--- config.mk ---
export PLATFORM = sky130hd
export DESIGN_NAME = wallace_reduce_pipe_flat
export DESIGN_NICKNAME = d
export VERILOG_FILES = /design/src/rtl/wallace_reduce_pipe_if.sv /design/src/rtl/wallace_reduce_pipe.sv /design/src/flat_wrapper.sv
export SDC_FILE = /design/constraint.sdc
export NUM_CORES = 1
export LEC_CHECK = 0
export ABC_AREA = 1
export ABC_CLOCK_PERIOD_IN_PS = 5000
export CAP_MARGIN = 30
export CORE_MARGIN = 2
export CORE_UTILIZATION = 45
export CTS_BUF_LIST = sky130_fd_sc_hd__clkbuf_8
export CTS_CLUSTER_DIAMETER = 120
export DETAILED_ROUTE_END_ITERATION = 6
export PLACE_DENSITY = 0.74
export SLEW_MARGIN = 10
export SYNTH_ARGS = -nofsm -noshare
export SYNTH_HDL_FRONTEND = slang
export SYNTH_SLANG_ARGS = --single-unit
export TNS_END_PERCENT = 30
--- constraint.sdc ---
create_clock -name clk -period 5 [get_ports clk]
set_input_delay 1 -clock clk [delete_from_list [all_inputs] [get_ports clk]]
set_output_delay 1 -clock clk [all_outputs]
set_load 0.05 [all_outputs]
--- src/rtl/wallace_reduce_pipe_if.sv ---
// Partial-product array in, product out: valid/ready bundle for wallace_reduce_pipe.
// slave is the reducer's view, master is the producer/consumer side.
interface wallace_reduce_pipe_if #(
  parameter int unsigned DIM   = 8,
  parameter int unsigned TAG_W = 4
);
  logic [DIM-1:0]   pp_prods [DIM-1:0];
  logic             in_valid;
  logic [TAG_W-1:0] in_tag;
  logic             in_ready;
  logic             out_valid;
  logic             out_ready;
  logic [2*DIM-1:0] product;
  logic [TAG_W-1:0] out_tag;

  modport slave (
    input  pp_prods, in_valid, in_tag, out_ready,
    output in_ready, out_valid, product, out_tag
  );

  modport master (
    output pp_prods, in_valid, in_tag, out_ready,
    input  in_ready, out_valid, product, out_tag
  );
endinterface

--- src/rtl/wallace_reduce_pipe.sv ---
// Three-stage Wallace-tree reducer: capture, 3:2 carry-save reduction, carry-propagate add.
// Optional WALLACE_PROD_CNT_EN adds a 16-bit count of delivered products (prod_count).
module wallace_reduce_pipe #(
  parameter int unsigned DIM   = 8,
  parameter int unsigned TAG_W = 4
) (
  input  logic                 clk,
  input  logic                 n_rst,
  wallace_reduce_pipe_if.slave bus
`ifdef WALLACE_PROD_CNT_EN
  ,
  output logic [15:0]          prod_count
`endif
);
  localparam int unsigned PW = 2 * DIM;

  logic             s1_v_q, s1_v_d;
  logic [DIM-1:0]   s1_pp_q [DIM-1:0];
  logic [DIM-1:0]   s1_pp_d [DIM-1:0];
  logic [TAG_W-1:0] s1_tag_q, s1_tag_d;
  logic             s2_v_q, s2_v_d;
  logic [PW-1:0]    s2_sum_q, s2_sum_d, s2_carry_q, s2_carry_d;
  logic [TAG_W-1:0] s2_tag_q, s2_tag_d;
  logic             s3_v_q, s3_v_d;
  logic [PW-1:0]    product_q, product_d;
  logic [TAG_W-1:0] out_tag_q, out_tag_d;
  logic             adv1, adv2, adv3;
  logic [PW-1:0]    red_sum, red_carry;

  // Ready ripples back from out_ready so that bubbles in S1/S2 are always filled.
  assign adv3 = !s3_v_q || bus.out_ready;
  assign adv2 = !s2_v_q || adv3;
  assign adv1 = !s1_v_q || adv2;

  assign bus.in_ready  = adv1;
  assign bus.out_valid = s3_v_q;
  assign bus.product   = product_q;
  assign bus.out_tag   = out_tag_q;

  // Full-adder layers over groups of three rows; leftover rows pass to the next layer.
  // Zero-padded operand bits turn the upper full adders into half adders.
  always_comb begin
    logic [PW-1:0] cur [DIM+2];
    logic [PW-1:0] nxt [DIM+2];
    int            n;
    int            m;
    for (int r = 0; r < DIM + 2; r++) cur[r] = '0;
    for (int r = 0; r < DIM; r++) cur[r] = PW'(s1_pp_q[r]) << r;
    nxt = cur;
    n   = DIM;
    m   = 0;
    for (int l = 0; l < DIM; l++) begin
      if (n > 2) begin
        m = 0;
        for (int r = 0; r < DIM + 2; r++) nxt[r] = '0;
        for (int i = 0; i < DIM; i += 3) begin
          if (i + 2 < n) begin
            nxt[m]     = cur[i] ^ cur[i+1] ^ cur[i+2];
            nxt[m+1]   = ((cur[i] & cur[i+1]) | (cur[i] & cur[i+2]) | (cur[i+1] & cur[i+2])) << 1;
            m          = m + 2;
          end else if (i < n) begin
            nxt[m]     = cur[i];
            nxt[m+1]   = cur[i+1];
            m          = m + (n - i);
          end
        end
        cur = nxt;
        n   = m;
      end
    end
    red_sum   = cur[0];
    red_carry = cur[1];
  end

  always_comb begin
    s1_v_d     = s1_v_q;
    s1_pp_d    = s1_pp_q;
    s1_tag_d   = s1_tag_q;
    s2_v_d     = s2_v_q;
    s2_sum_d   = s2_sum_q;
    s2_carry_d = s2_carry_q;
    s2_tag_d   = s2_tag_q;
    s3_v_d     = s3_v_q;
    product_d  = product_q;
    out_tag_d  = out_tag_q;
    if (adv1) begin
      s1_v_d = bus.in_valid;
      if (bus.in_valid) begin
        s1_pp_d  = bus.pp_prods;
        s1_tag_d = bus.in_tag;
      end
    end
    if (adv2) begin
      s2_v_d = s1_v_q;
      if (s1_v_q) begin
        s2_sum_d   = red_sum;
        s2_carry_d = red_carry;
        s2_tag_d   = s1_tag_q;
      end
    end
    if (adv3) begin
      s3_v_d = s2_v_q;
      if (s2_v_q) begin
        product_d = s2_sum_q + s2_carry_q;
        out_tag_d = s2_tag_q;
      end
    end
  end

  always_ff @(posedge clk or negedge n_rst) begin
    if (!n_rst) begin
      s1_v_q     <= 1'b0;
      for (int r = 0; r < DIM; r++) s1_pp_q[r] <= '0;
      s1_tag_q   <= '0;
      s2_v_q     <= 1'b0;
      s2_sum_q   <= '0;
      s2_carry_q <= '0;
      s2_tag_q   <= '0;
      s3_v_q     <= 1'b0;
      product_q  <= '0;
      out_tag_q  <= '0;
    end else begin
      s1_v_q     <= s1_v_d;
      s1_pp_q    <= s1_pp_d;
      s1_tag_q   <= s1_tag_d;
      s2_v_q     <= s2_v_d;
      s2_sum_q   <= s2_sum_d;
      s2_carry_q <= s2_carry_d;
      s2_tag_q   <= s2_tag_d;
      s3_v_q     <= s3_v_d;
      product_q  <= product_d;
      out_tag_q  <= out_tag_d;
    end
  end

`ifdef WALLACE_PROD_CNT_EN
  logic [15:0] prod_count_q, prod_count_d;

  always_comb begin
    prod_count_d = prod_count_q;
    if (s3_v_q && bus.out_ready) prod_count_d = prod_count_q + 16'd1;
  end

  always_ff @(posedge clk or negedge n_rst) begin
    if (!n_rst) prod_count_q <= '0;
    else        prod_count_q <= prod_count_d;
  end

  assign prod_count = prod_count_q;
`endif
endmodule

--- src/flat_wrapper.sv ---
// flat-port wrapper written by rule: the top's interface ports become plain ports
module wallace_reduce_pipe_flat 
#(
  parameter int unsigned DIM   = 8,
  parameter int unsigned TAG_W = 4
)
  (clk, n_rst, bus_pp_prods, bus_in_valid, bus_in_tag, bus_out_ready, bus_in_ready, bus_out_valid, bus_product, bus_out_tag);
  wallace_reduce_pipe_if #(.DIM(DIM), .TAG_W(TAG_W)) bus_i ();
  input  logic clk;
  input  logic n_rst;
  input wire logic [$bits(bus_i.pp_prods)-1:0] bus_pp_prods;
  input wire logic [$bits(bus_i.in_valid)-1:0] bus_in_valid;
  input wire logic [$bits(bus_i.in_tag)-1:0] bus_in_tag;
  input wire logic [$bits(bus_i.out_ready)-1:0] bus_out_ready;
  output wire logic [$bits(bus_i.in_ready)-1:0] bus_in_ready;
  output wire logic [$bits(bus_i.out_valid)-1:0] bus_out_valid;
  output wire logic [$bits(bus_i.product)-1:0] bus_product;
  output wire logic [$bits(bus_i.out_tag)-1:0] bus_out_tag;
  assign bus_i.pp_prods = {>>{bus_pp_prods}};
  assign bus_i.in_valid = bus_in_valid;
  assign bus_i.in_tag = bus_in_tag;
  assign bus_i.out_ready = bus_out_ready;
  assign bus_in_ready = bus_i.in_ready;
  assign bus_out_valid = bus_i.out_valid;
  assign bus_product = bus_i.product;
  assign bus_out_tag = bus_i.out_tag;
  wallace_reduce_pipe #(.DIM(DIM), .TAG_W(TAG_W)) u_core (.clk(clk), .n_rst(n_rst), .bus(bus_i));
endmodule
After elaboration in Yosys (flattened, before gate mapping). Cells that the tools add are included.

Register bits after elaboration: 126. Output and inout bits: 22. Logic and storage cells: 69.

Add/subtract/negate cells: 1. Bitwise gates (word level): 42. Reductions and logical operators: 9.

Operator list (number): AND 15 bit (10); bitwise OR 15 bit (10); XOR 16 bit (5); adder 16 bit (1); XOR 16 x 13 -> 16 bit (1); XOR 16 x 14 -> 16 bit (1); XOR 16 x 15 -> 16 bit (1); AND 14 x 15 -> 15 bit (1); AND 15 x 14 -> 15 bit (1); bitwise OR 15 x 10 -> 15 bit (1); bitwise OR 15 x 13 -> 15 bit (1); AND 11 x 13 -> 13 bit (1); AND 12 x 13 -> 13 bit (1); XOR 12 x 13 -> 13 bit (1); AND 11 x 12 -> 12 bit (1); XOR 11 x 12 -> 12 bit (1); AND 8 x 10 -> 10 bit (1); AND 9 x 10 -> 10 bit (1); XOR 9 x 10 -> 10 bit (1); AND 8 x 9 -> 9 bit (1); XOR 8 x 9 -> 9 bit (1); AND reduction 2 bit (3); zero test 1 bit (3); logical OR 1 bit (3).

Depth between registers and ports, before layout. Gate-level depths: netlist of the first run.

Word-level depth: 12. Gate-level depth with buffers: 10. Gate-level depth less buffers: 10.

Worst setup path before layout of the first run. Ideal clock, no wire load.

Path type: register to register. Start point: register u_core.s1_pp_q[28] (netlist name). End point: register u_core.s2_sum_q[7]. Setup time: 128 ps. Arrival time: 2692 ps. Path slack: 2181 ps. Cell stages (with the launch flop): 8. Path through: dfrtp_1 -> fa_1 -> fa_1 -> inv_1 -> fa_1 -> inv_1 -> fa_1 -> mux2_1.

Word-level cells in the longest chain between the ends: 7.

Ends and longest elaborated chain: from (decl) (RTL line wallace_reduce_pipe.sv:18) `logic [DIM-1:0] s1_pp_q [DIM-1:0];`; from (signal assigned) (RTL line wallace_reduce_pipe.sv:124) `s1_pp_q <= s1_pp_d;`; XOR 11 x 12 -> 12 bit (RTL line wallace_reduce_pipe.sv:58) `nxt[m] = cur[i] ^ cur[i+1] ^ cur[i+2];`; XOR 12 x 13 -> 13 bit (RTL line wallace_reduce_pipe.sv:58); XOR 16 x 13 -> 16 bit (RTL line wallace_reduce_pipe.sv:58); XOR 16 bit (4 in a row) (RTL line wallace_reduce_pipe.sv:58); named net u_core.red_sum[7] (RTL line wallace_reduce_pipe.sv:28) `logic [PW-1:0] red_sum, red_carry;`; to (signal assigned) (RTL line wallace_reduce_pipe.sv:127) `s2_sum_q <= s2_sum_d;`; to (decl) (RTL line wallace_reduce_pipe.sv:22) `logic [PW-1:0] s2_sum_q, s2_sum_d, s2_carry_q, s2_carry_d;`.

The timed path passes the listed nets, and every way through them passes these cells. A chain may end at the register's enable or synchronous reset.

Worst setup path in the final report of the first run.
Start point: input port bus_out_ready. End point: output port bus_in_ready.

Word-level cells in the longest chain between the ends: 3.

Ends and longest elaborated chain: from (decl) (RTL line flat_wrapper.sv:14) `input wire logic [$bits(bus_i.out_ready)-1:0] bus_out_ready;`; logical OR 1 bit (RTL line wallace_reduce_pipe.sv:31) `assign adv3 = !s3_v_q || bus.out_ready;`; logical OR 1 bit (RTL line wallace_reduce_pipe.sv:32) `assign adv2 = !s2_v_q || adv3;`; logical OR 1 bit (RTL line wallace_reduce_pipe.sv:33) `assign adv1 = !s1_v_q || adv2;`; to (decl) (RTL line flat_wrapper.sv:15) `output wire logic [$bits(bus_i.in_ready)-1:0] bus_in_ready;`.

Every way passes these cells.

==> results of run 1 <==
final cells by class:
class                      instances  area [um^2]  share of cell area [%]
inverter                          76          285                    3.66
tap                              180          225                    2.89
sequential                       121         3030                    38.9
timing repair buffer              95          943                    12.1
clock buffer                      19          262                    3.36
multi-input combinational        322         2940                    37.7
clock inverter                    13          106                    1.37
worst max-delay path by stage:
| stage | slack, ns | depth (start not counted) | to |
|---|---|---|---|
| global placement | 1.47 | 6 | bus_in_ready |
| CTS | 1.46 | 6 | bus_in_ready |
| floorplan | 2.18 | 7 | u_core.s2_sum_q[7] |
| detailed placement | 1.47 | 6 | bus_in_ready |
| finish | 1.47 | 6 | bus_in_ready |
| global route | 1.40 | 6 | bus_in_ready |
critical path, cell delays in order:
cell,delay [ns]
clkdlybuf4s50_1,0.45
inv_1,0.04
nand2_2,0.09
nor2_4,0.05
nand2_4,0.09
clkdlybuf4s50_1,0.81
cells in the final DEF (no fill, tap or decap), drive strengths merged:
cell and instances:
nand3b 2, clkinv 7, clkinvlp 3, mux2 70, buf 3, nand4 2
fa 39, clkdlybuf4s50 92, nor2 38, o21ai 13, inv 78, clkbuf 19
ha 25, nand3 12, bufinv 1, xnor2 3, nand2 89, a21oi 29
dfrtp 121
power breakdown:
| part | switching [mW] | total, mW | internal, mW |
|---|---|---|---|
| clock | 0.386 | 0.799 | 0.413 |
| sequential | 0.167 | 1.45 | 1.28 |
| combinational | 1.26 | 2.22 | 0.965 |
| total | 1.81 | 4.47 | 2.66 |
flip-flops by register name (all words and copies together) (netlist names):
signal                cells
u_core.s2_carry_q        11
u_core.s1_pp_q           64
u_core.s2_sum_q          15
u_core.s2_v_q             1
u_core.s1_tag_q           4
u_core.s2_tag_q           4
u_core.s1_v_q             1
u_core.bus.out_valid      1
u_core.bus.product       16
u_core.bus.out_tag        4
metal layers:
metal | vias up | wire [um] | global-route usage (%)
met4 | 0 | 114 | 4.26
li1 | 1895 | - | -
met3 | 12 | 610 | 5.17
met1 | 1866 | 5130 | 21.1
met5 | - | 0 | 0
met2 | 80 | 5080 | 25.2
stage by stage:
stage,hold WS (ns),instances
3_5_place_dp,0.465,794
5_1_grt,0.515,826
3_3_place_gp,0.458,794
2_1_floorplan,0.436,536
6_report,0.483,826
4_1_cts,0.483,826
kinds of logic (layout without fill, tap and decap cells):
| family | Yosys count | after routing | share of synthesized area [%] |
|---|---|---|---|
| and+or+nand+nor | 143 | 143 | 9.32 |
| DFF | 121 | 121 | 47.0 |
| buffers and inverters | 93 | 203 | 7.40 |
| muxes | 70 | 70 | 15.1 |
| adders and majority gates | 64 | 64 | 17.0 |
| AOI/OAI and AO/OA | 42 | 42 | 3.84 |
| xor gates and xnor gates | 3 | 3 | 0.408 |
==> impl_metrics.ini, run 1 <==
[run_status]
status = complete, no violations

[final_layout]
num-fill-cells = 1207
utilization_pct = 55.9
area_delta_synth_final_pct = 20.9
fin_area_um2 = 7790
antennaDiodeCount = 0
layout-drive-gt1-share_pct = 17.2
final_nets = 769

[route]
drt.antenna.violating_nets = 0
drc_errors = 0
firstDrtPassIters = 4
routed_via_density = 4.66
dr_total_vias = 3853
wl_per_cell_um = 13.2
drt-total-wl_um = 10900
drt-initial-drc-count = 182

[synthesis]
yosysWarnings = 0
ys_types = 27
synth_top_area_share_pct = 47.0
synth_area_leaders = dfrtp_1, fa_1, mux2_4, nand2_1, ha_1
synth_fp_nets = 672
synth_common_cells = dfrtp_1, nand2_1, inv_1, mux2_4, fa_1
yosys.area.top_type = dfrtp_1
yosysSeqAreaShare_pct = 47.0
syn_avg_cell_area_um2 = 12.0
synthArstFlopShare_pct = 100
synth-edff-count = 0
postSynthCellCount = 536
ys_ff_latch = 121
synth_flop_cell = dfrtp_1
synth_area_um2 = 6440
yosysMostFrequentCell = dfrtp_1

[clocking]
postCtsSetupBuffers = 0
cts.sinks = 121
cts_root_buf = clkbuf_8
holdBufCountCts = 0
cts_tree = done
cts-resized-gates = 0
clk_pin_slew_worst_paths_ns = 0.06
clk_latency_ns = 0.43
ctsHtreeMaxLevel = 4
clk_path_buf_depth = 2
cts_buffers = 17

[die]
core_area_um2 = 13900
fp.dieW_um = 124
die_y_um = 124
num_rows = 43
initial_core_util_pct = 46.3
io-pin-count = 94
die-area_um2 = 15300

[hold_path]
worst_hold_path.endpoint = u_core.bus.out_tag[3]
hp-class = register to register
holdCritStartpoint = u_core.bus.out_tag[3]
hold_depth = 2

[placed_design]
dpl-instance-area_um2 = 7420
hpwl_um = 8260
dp_slack_ns = 1.47
port_buffers = 93
place_congestion = 0.800

[setup_path]
cp-end-kind = primary output
cp.arrival_ns = 2.53
cp_max_fo = 3
startpoint = bus_out_ready
worstSetupPathType = primary input to primary output
r2r-end = u_core.s2_sum_q[7]
reg2reg_slack_ns = 2.08
r2r-start = u_core.s1_pp_q[7]
reg2reg_depth = 9
critPathLaunchType = primary input
critPathRequiredTime_ns = 4.00

[sta]
finalHoldViolations = 0
worst_pin_slew_ns = 0.790
slew_violations = 0
slew_headroom_pct = 47.2
period_needed_ns = 3.53
grt_setup_unrepaired = no
period_share_pct = 70.6
fmax_mhz = 283
skew_ns = 0.0120
setup_violations = 0
fin_setup_tns_ns = 0
finalWorstSetupSlack_ns = 1.47

[global_routing]
grt_overflow = 0
antenna_found_initial = 0
grt_pass1_vias = 4150
gr-usage-all-layers_pct = 15.9
grt_pass1_wl_um = 19000
grt_max_degree = 89

[power]
ir_worst_vdd_uv = 193
powerDensity_nw_per_um2 = 574
power.total_mw = 4.47
p_leak_nw = 3.81

[run]
cap_viol_max_count = 0
Note: power is estimated with default switching activity, not from simulation.
==> run 2: changes to the inputs <==
- ABC_CLOCK_PERIOD_IN_PS: 5000 -> 3670
- clock period: 5 -> 3.67 ns (I/O delays scaled with it)
==> run 2 against run 1 <==
- cell count is 0.12% higher
- setup slack worse by 0.80 ns
- non-clock buffer count rose by 3
- clock power increased by 40%
- clock-buffer cell count increased by 3
- global-route usage is 0.14 points higher
- critical path depth is the same
- register-to-register slack lost 1.3 ns
- combinational power rose by 37%
==> impl_metrics.ini, run 2 (synthesis results as in run 1) <==
[run_status]
status = complete, no violations

[global_routing]
grt_max_degree = 86
grt_pass1_vias = 4164
grt_pass1_wl_um = 19300
grt_overflow = 0
antenna_found_initial = 0
gr-usage-all-layers_pct = 16.0

[route]
wl_per_cell_um = 13.4
drt-total-wl_um = 11100
routed_via_density = 4.68
dr_total_vias = 3867
drt-initial-drc-count = 170
firstDrtPassIters = 6
drt.antenna.violating_nets = 0
drc_errors = 0

[clocking]
clk_latency_ns = 0.42
postCtsSetupBuffers = 0
cts_root_buf = clkbuf_8
cts_tree = done
clk_path_buf_depth = 2
holdBufCountCts = 0
ctsHtreeMaxLevel = 4
clk_pin_slew_worst_paths_ns = 0.07
cts_buffers = 17
cts-resized-gates = 0
cts.sinks = 121

[setup_path]
crit_chain = clkdlybuf4s50_1 > inv_1 > nand2_2 > nor2_4 > nand2_4 > clkdlybuf4s50_1
reg2reg_depth = 9
r2r-end = u_core.s2_sum_q[7]
slowest_stage = clkdlybuf4s50_1
cp.arrival_ns = 2.27
worstSetupPathType = primary input to primary output
crit_path_frequent_cell = clkdlybuf4s50_1
r2r-start = u_core.s1_pp_q[7]
critPathLaunchType = primary input
reg2reg_slack_ns = 0.77
cp_slowest_stage_delay_ns = 0.81
critPathRequiredTime_ns = 2.94
cp-end-kind = primary output
cp_max_fo = 3

[power]
p_leak_nw = 3.83
power.total_mw = 6.13
ir_worst_vdd_uv = 278
powerDensity_nw_per_um2 = 782

[die]
core_area_um2 = 13900
num_rows = 43
io-pin-count = 94
fp.dieW_um = 124
die_y_um = 124
initial_core_util_pct = 46.3
die-area_um2 = 15300

[final_layout]
regMostFlops = u_core.s1_pp_q
final_nets = 772
layout-drive-gt1-share_pct = 17.5
utilization_pct = 56.3
final_common_cell = dfrtp_1
antennaDiodeCount = 0
layout_common_cells = dfrtp_1, clkdlybuf4s50_1, nand2_1
largest_register_ffs = 64
area_delta_synth_final_pct = 21.6

[placed_design]
port_buffers = 93
place_congestion = 0.767
hpwl_um = 8500

[sta]
slew_headroom_pct = 48.1
period_needed_ns = 3.00
skew_ns = 0.0119
fin_setup_tns_ns = 0
hold_slack_ns = 0.276
grt_setup_unrepaired = no
period_share_pct = 81.7
slew_violations = 0
fmax_mhz = 333
finalHoldViolations = 0
setup_violations = 0
worst_pin_slew_ns = 0.775

[hold_path]
hp-class = primary input to asynchronous set/reset pin

[run]
cap_viol_max_count = 0
## run 2: cell count changes in the layout (fill, tap and decap cells not counted)
cell / change
buf_16: +1
buf_4: +2
clkbuf_8: +3
clkinv_2: -1
clkinv_4: -3
inv_1: -1
## run 2: layout make-up
type / count / area, um^2
tap: 180 / 225
sequential: 121 / 3030
clock inverter: 8 / 71.3
timing repair buffer: 98 / 986
fill: 1197 / 6100
inverter: 76 / 285
multi-input combinational: 322 / 2940
clock buffer: 22 / 303
## run 2: worst max-delay path by stage
| stage | from | to | slack, ns | cells past startpoint |
|---|---|---|---|---|
| after global routing | bus_out_ready | bus_in_ready | 0.63 | 6 |
| final | bus_out_ready | bus_in_ready | 0.67 | 6 |
| after global placement | bus_out_ready | bus_in_ready | 0.67 | 6 |
| after detailed placement | bus_out_ready | bus_in_ready | 0.67 | 6 |
| after floorplan | u_core.s1_pp_q[28] | u_core.s2_sum_q[7] | 0.85 | 7 |
| after CTS | bus_out_ready | bus_in_ready | 0.66 | 6 |
## run 2: report_power, final
group / internal, mW / switching [mW]
Clock: 0.612 / 0.504
Sequential: 1.75 / 0.228
Combinational: 1.32 / 1.72
## run 2: worst max-delay path: cells and delay by family
family	cells	cell delay, ns
buffers and inverters	3	1.30
and+or+nand+nor	3	0.22
## run 2: per-layer routing
metal / share of wire [%] / global-route usage, % / vias up
li1: - / - / 1895
met1: 47 / 22.0 / 1884
met2: 47 / 25.4 / 81
met3: 4.9 / 4.17 / 7
met4: 0.79 / 4.47 / 0
met5: 0 / 0 / -
## run 2: metrics by stage
stage / setup WS [ns] / std cells / cell area, um^2
final: 0.670 / 827 / 7840
after global routing: 0.631 / 827 / 7840
after CTS: 0.662 / 827 / 7840
after detailed placement: 0.668 / 797 / 7460
after global placement: 0.668 / 796 / 7440
after floorplan: 0.851 / 536 / 6440
==> run 3: changes to the inputs <==
- ABC_CLOCK_PERIOD_IN_PS: 3670 -> 2880
- clock period: 3.67 -> 2.88 ns (I/O delays scaled with it)
==> run 3 against run 2 <==
- largest cell class unchanged
- cell count rose by 0.97%
- critical path depth rose by 1
- die area unchanged
- largest power group unchanged
- non-clock buffer count increased by 6
- global-route usage up 0.18 points
- power up 26%
- sequential power is 28% higher
- clock skew shrank 0.0026 ns
- sequential share of layout area decreased by 0.16 points
==> impl_metrics.ini, run 3 (synthesis results as in run 1) <==
[sta]
finalWorstSetupSlack_ns = 0.0330
slew_violations = 0
worst_pin_slew_ns = 0.635
finalHoldViolations = 0
period_share_pct = 98.9
fmax_mhz = 351
skew_ns = 0.00927
grt_setup_unrepaired = yes
period_needed_ns = 2.85
slew_headroom_pct = 57.7
setup_violations = 0

[global_routing]
grt_pass1_wl_um = 18900
antenna_found_initial = 0
grt_overflow = 0
grt_max_degree = 122
grt_pass1_vias = 3996
gr-usage-all-layers_pct = 16.2

[final_layout]
largest_register_ffs = 64
final_nets = 778
fin_area_um2 = 7870
finalNonFillerCells = 835
area_delta_synth_final_pct = 22.1
layout-drive-gt1-share_pct = 18.5
antennaDiodeCount = 0
final_common_cell = dfrtp_1
layout_common_cells = dfrtp_1, clkdlybuf4s50_1, nand2_1
num-fill-cells = 1225
regMostFlops = u_core.s1_pp_q

[route]
drt-total-wl_um = 11000
routed_via_density = 4.60
wl_per_cell_um = 13.2
drc_errors = 0
firstDrtPassIters = 4
drt-initial-drc-count = 163
dr_total_vias = 3843
drt.antenna.violating_nets = 0

[setup_path]
cp-end-kind = register
reg2reg_slack_ns = 0.03
cp_max_fo = 2
worstSetupPathType = register to register
r2r-end = u_core.s2_sum_q[7]
critPathLaunchType = register
r2r-start = u_core.s1_pp_q[28]
reg2reg_depth = 7
critPathRequiredTime_ns = 3.21
cp.arrival_ns = 3.17

[clocking]
cts_tree = done
ctsHtreeMaxLevel = 4
clk_path_buf_depth = 2
holdBufCountCts = 0
cts.sinks = 121
clk_latency_ns = 0.45
cts_root_buf = clkbuf_8
cts_buffers = 17
clk_pin_slew_worst_paths_ns = 0.06

[power]
p_leak_nw = 3.88
ir_worst_vdd_uv = 359
powerDensity_nw_per_um2 = 982

[placed_design]
place_congestion = 0.801
dpl-instance-area_um2 = 7520
dp_cells = 802
port_buffers = 93
hpwl_um = 8320
dp_slack_ns = 0.00946

[die]
num_rows = 43
fp.dieW_um = 124
core_area_um2 = 13900
die_y_um = 124
die-area_um2 = 15300
io-pin-count = 94
initial_core_util_pct = 46.3

[run]
cap_viol_max_count = 0

[hold_path]
hp-class = primary input to asynchronous set/reset pin

[run_status]
status = complete, no violations
-- run 3: cell count changes in the layout (fill, tap and decap cells not counted), moves of 2 or more --
cell	change
clkinv_2	+5
clkinvlp_4	-2
buf_4	+5
buf_12	+3
clkbuf_8	-4
inv_1	+3
-- run 3: repair_timing --
item,CTS,global route
pin swaps,0,1
endpoints found under the setup margin,1,4
resized for setup,1,1
gates cloned,0,0
setup buffers,0,1
-- run 3: routing by layer --
metal	global-route usage (%)	vias to the layer above	part of all wire (%)
met5	0	-	0
met4	6.39	0	1.6
met3	5.22	17	5.5
met2	25.4	91	46
met1	21.0	1826	47
li1	-	1909	-
-- run 3: how the worst max path moves through the flow --
stage                        from                  to  cells after the start  slack (ns)
6_report       u_core.s1_pp_q[28]  u_core.s2_sum_q[7]                      7        0.03
5_1_grt        u_core.s1_pp_q[30]  u_core.s2_sum_q[9]                      7       -0.03
4_1_cts        u_core.s1_pp_q[28]  u_core.s2_sum_q[7]                      7        0.01
3_5_place_dp   u_core.s1_pp_q[28]  u_core.s2_sum_q[7]                      7       0.009
3_3_place_gp   u_core.s1_pp_q[28]  u_core.s2_sum_q[7]                      7        0.02
2_1_floorplan  u_core.s1_pp_q[28]  u_core.s2_sum_q[7]                      7        0.06
-- run 3: final cells by class --
type                       instances  area (um^2)  share of cell area, %
sequential                       121         3030                   38.5
multi-input combinational        322         2950                   37.4
timing repair buffer             104         1050                   13.3
inverter                          76          285                   3.62
clock buffer                      18          248                   3.15
tap                              180          225                   2.86
clock inverter                    14         92.6                   1.18
-- run 3: per-stage QoR --
| step | hold slack (ns) | power, mW | setup TNS (ns) | utilization [%] |
|---|---|---|---|---|
| after global placement | 0.458 | 6.36 | 0 | 53.9 |
| after floorplan | 0.280 | 5.42 | 0 | - |
| after detailed placement | 0.469 | 6.45 | 0 | 53.9 |
| after CTS | 0.229 | 7.85 | 0 | 56.4 |
| final | 0.198 | 7.73 | 0 | 56.5 |
| after global routing | 0.260 | 8.50 | -0.0554 | 56.5 |
-- run 3: power by group --
group / internal (mW) / total (mW) / switching, mW / leakage [nW]
Combinational: 1.71 / 3.88 / 2.17 / 2.27
Sequential: 2.22 / 2.52 / 0.298 / 1.41
Clock: 0.676 / 1.32 / 0.649 / 0.196
-- run 3: worst max-delay path, stage by stage (launching register included) --
cell     delay [ns]
dfrtp_1        0.40
fa_1           0.51
fa_1           0.54
inv_1          0.05
fa_1           0.47
inv_1          0.06
fa_2           0.44
mux2_4         0.27
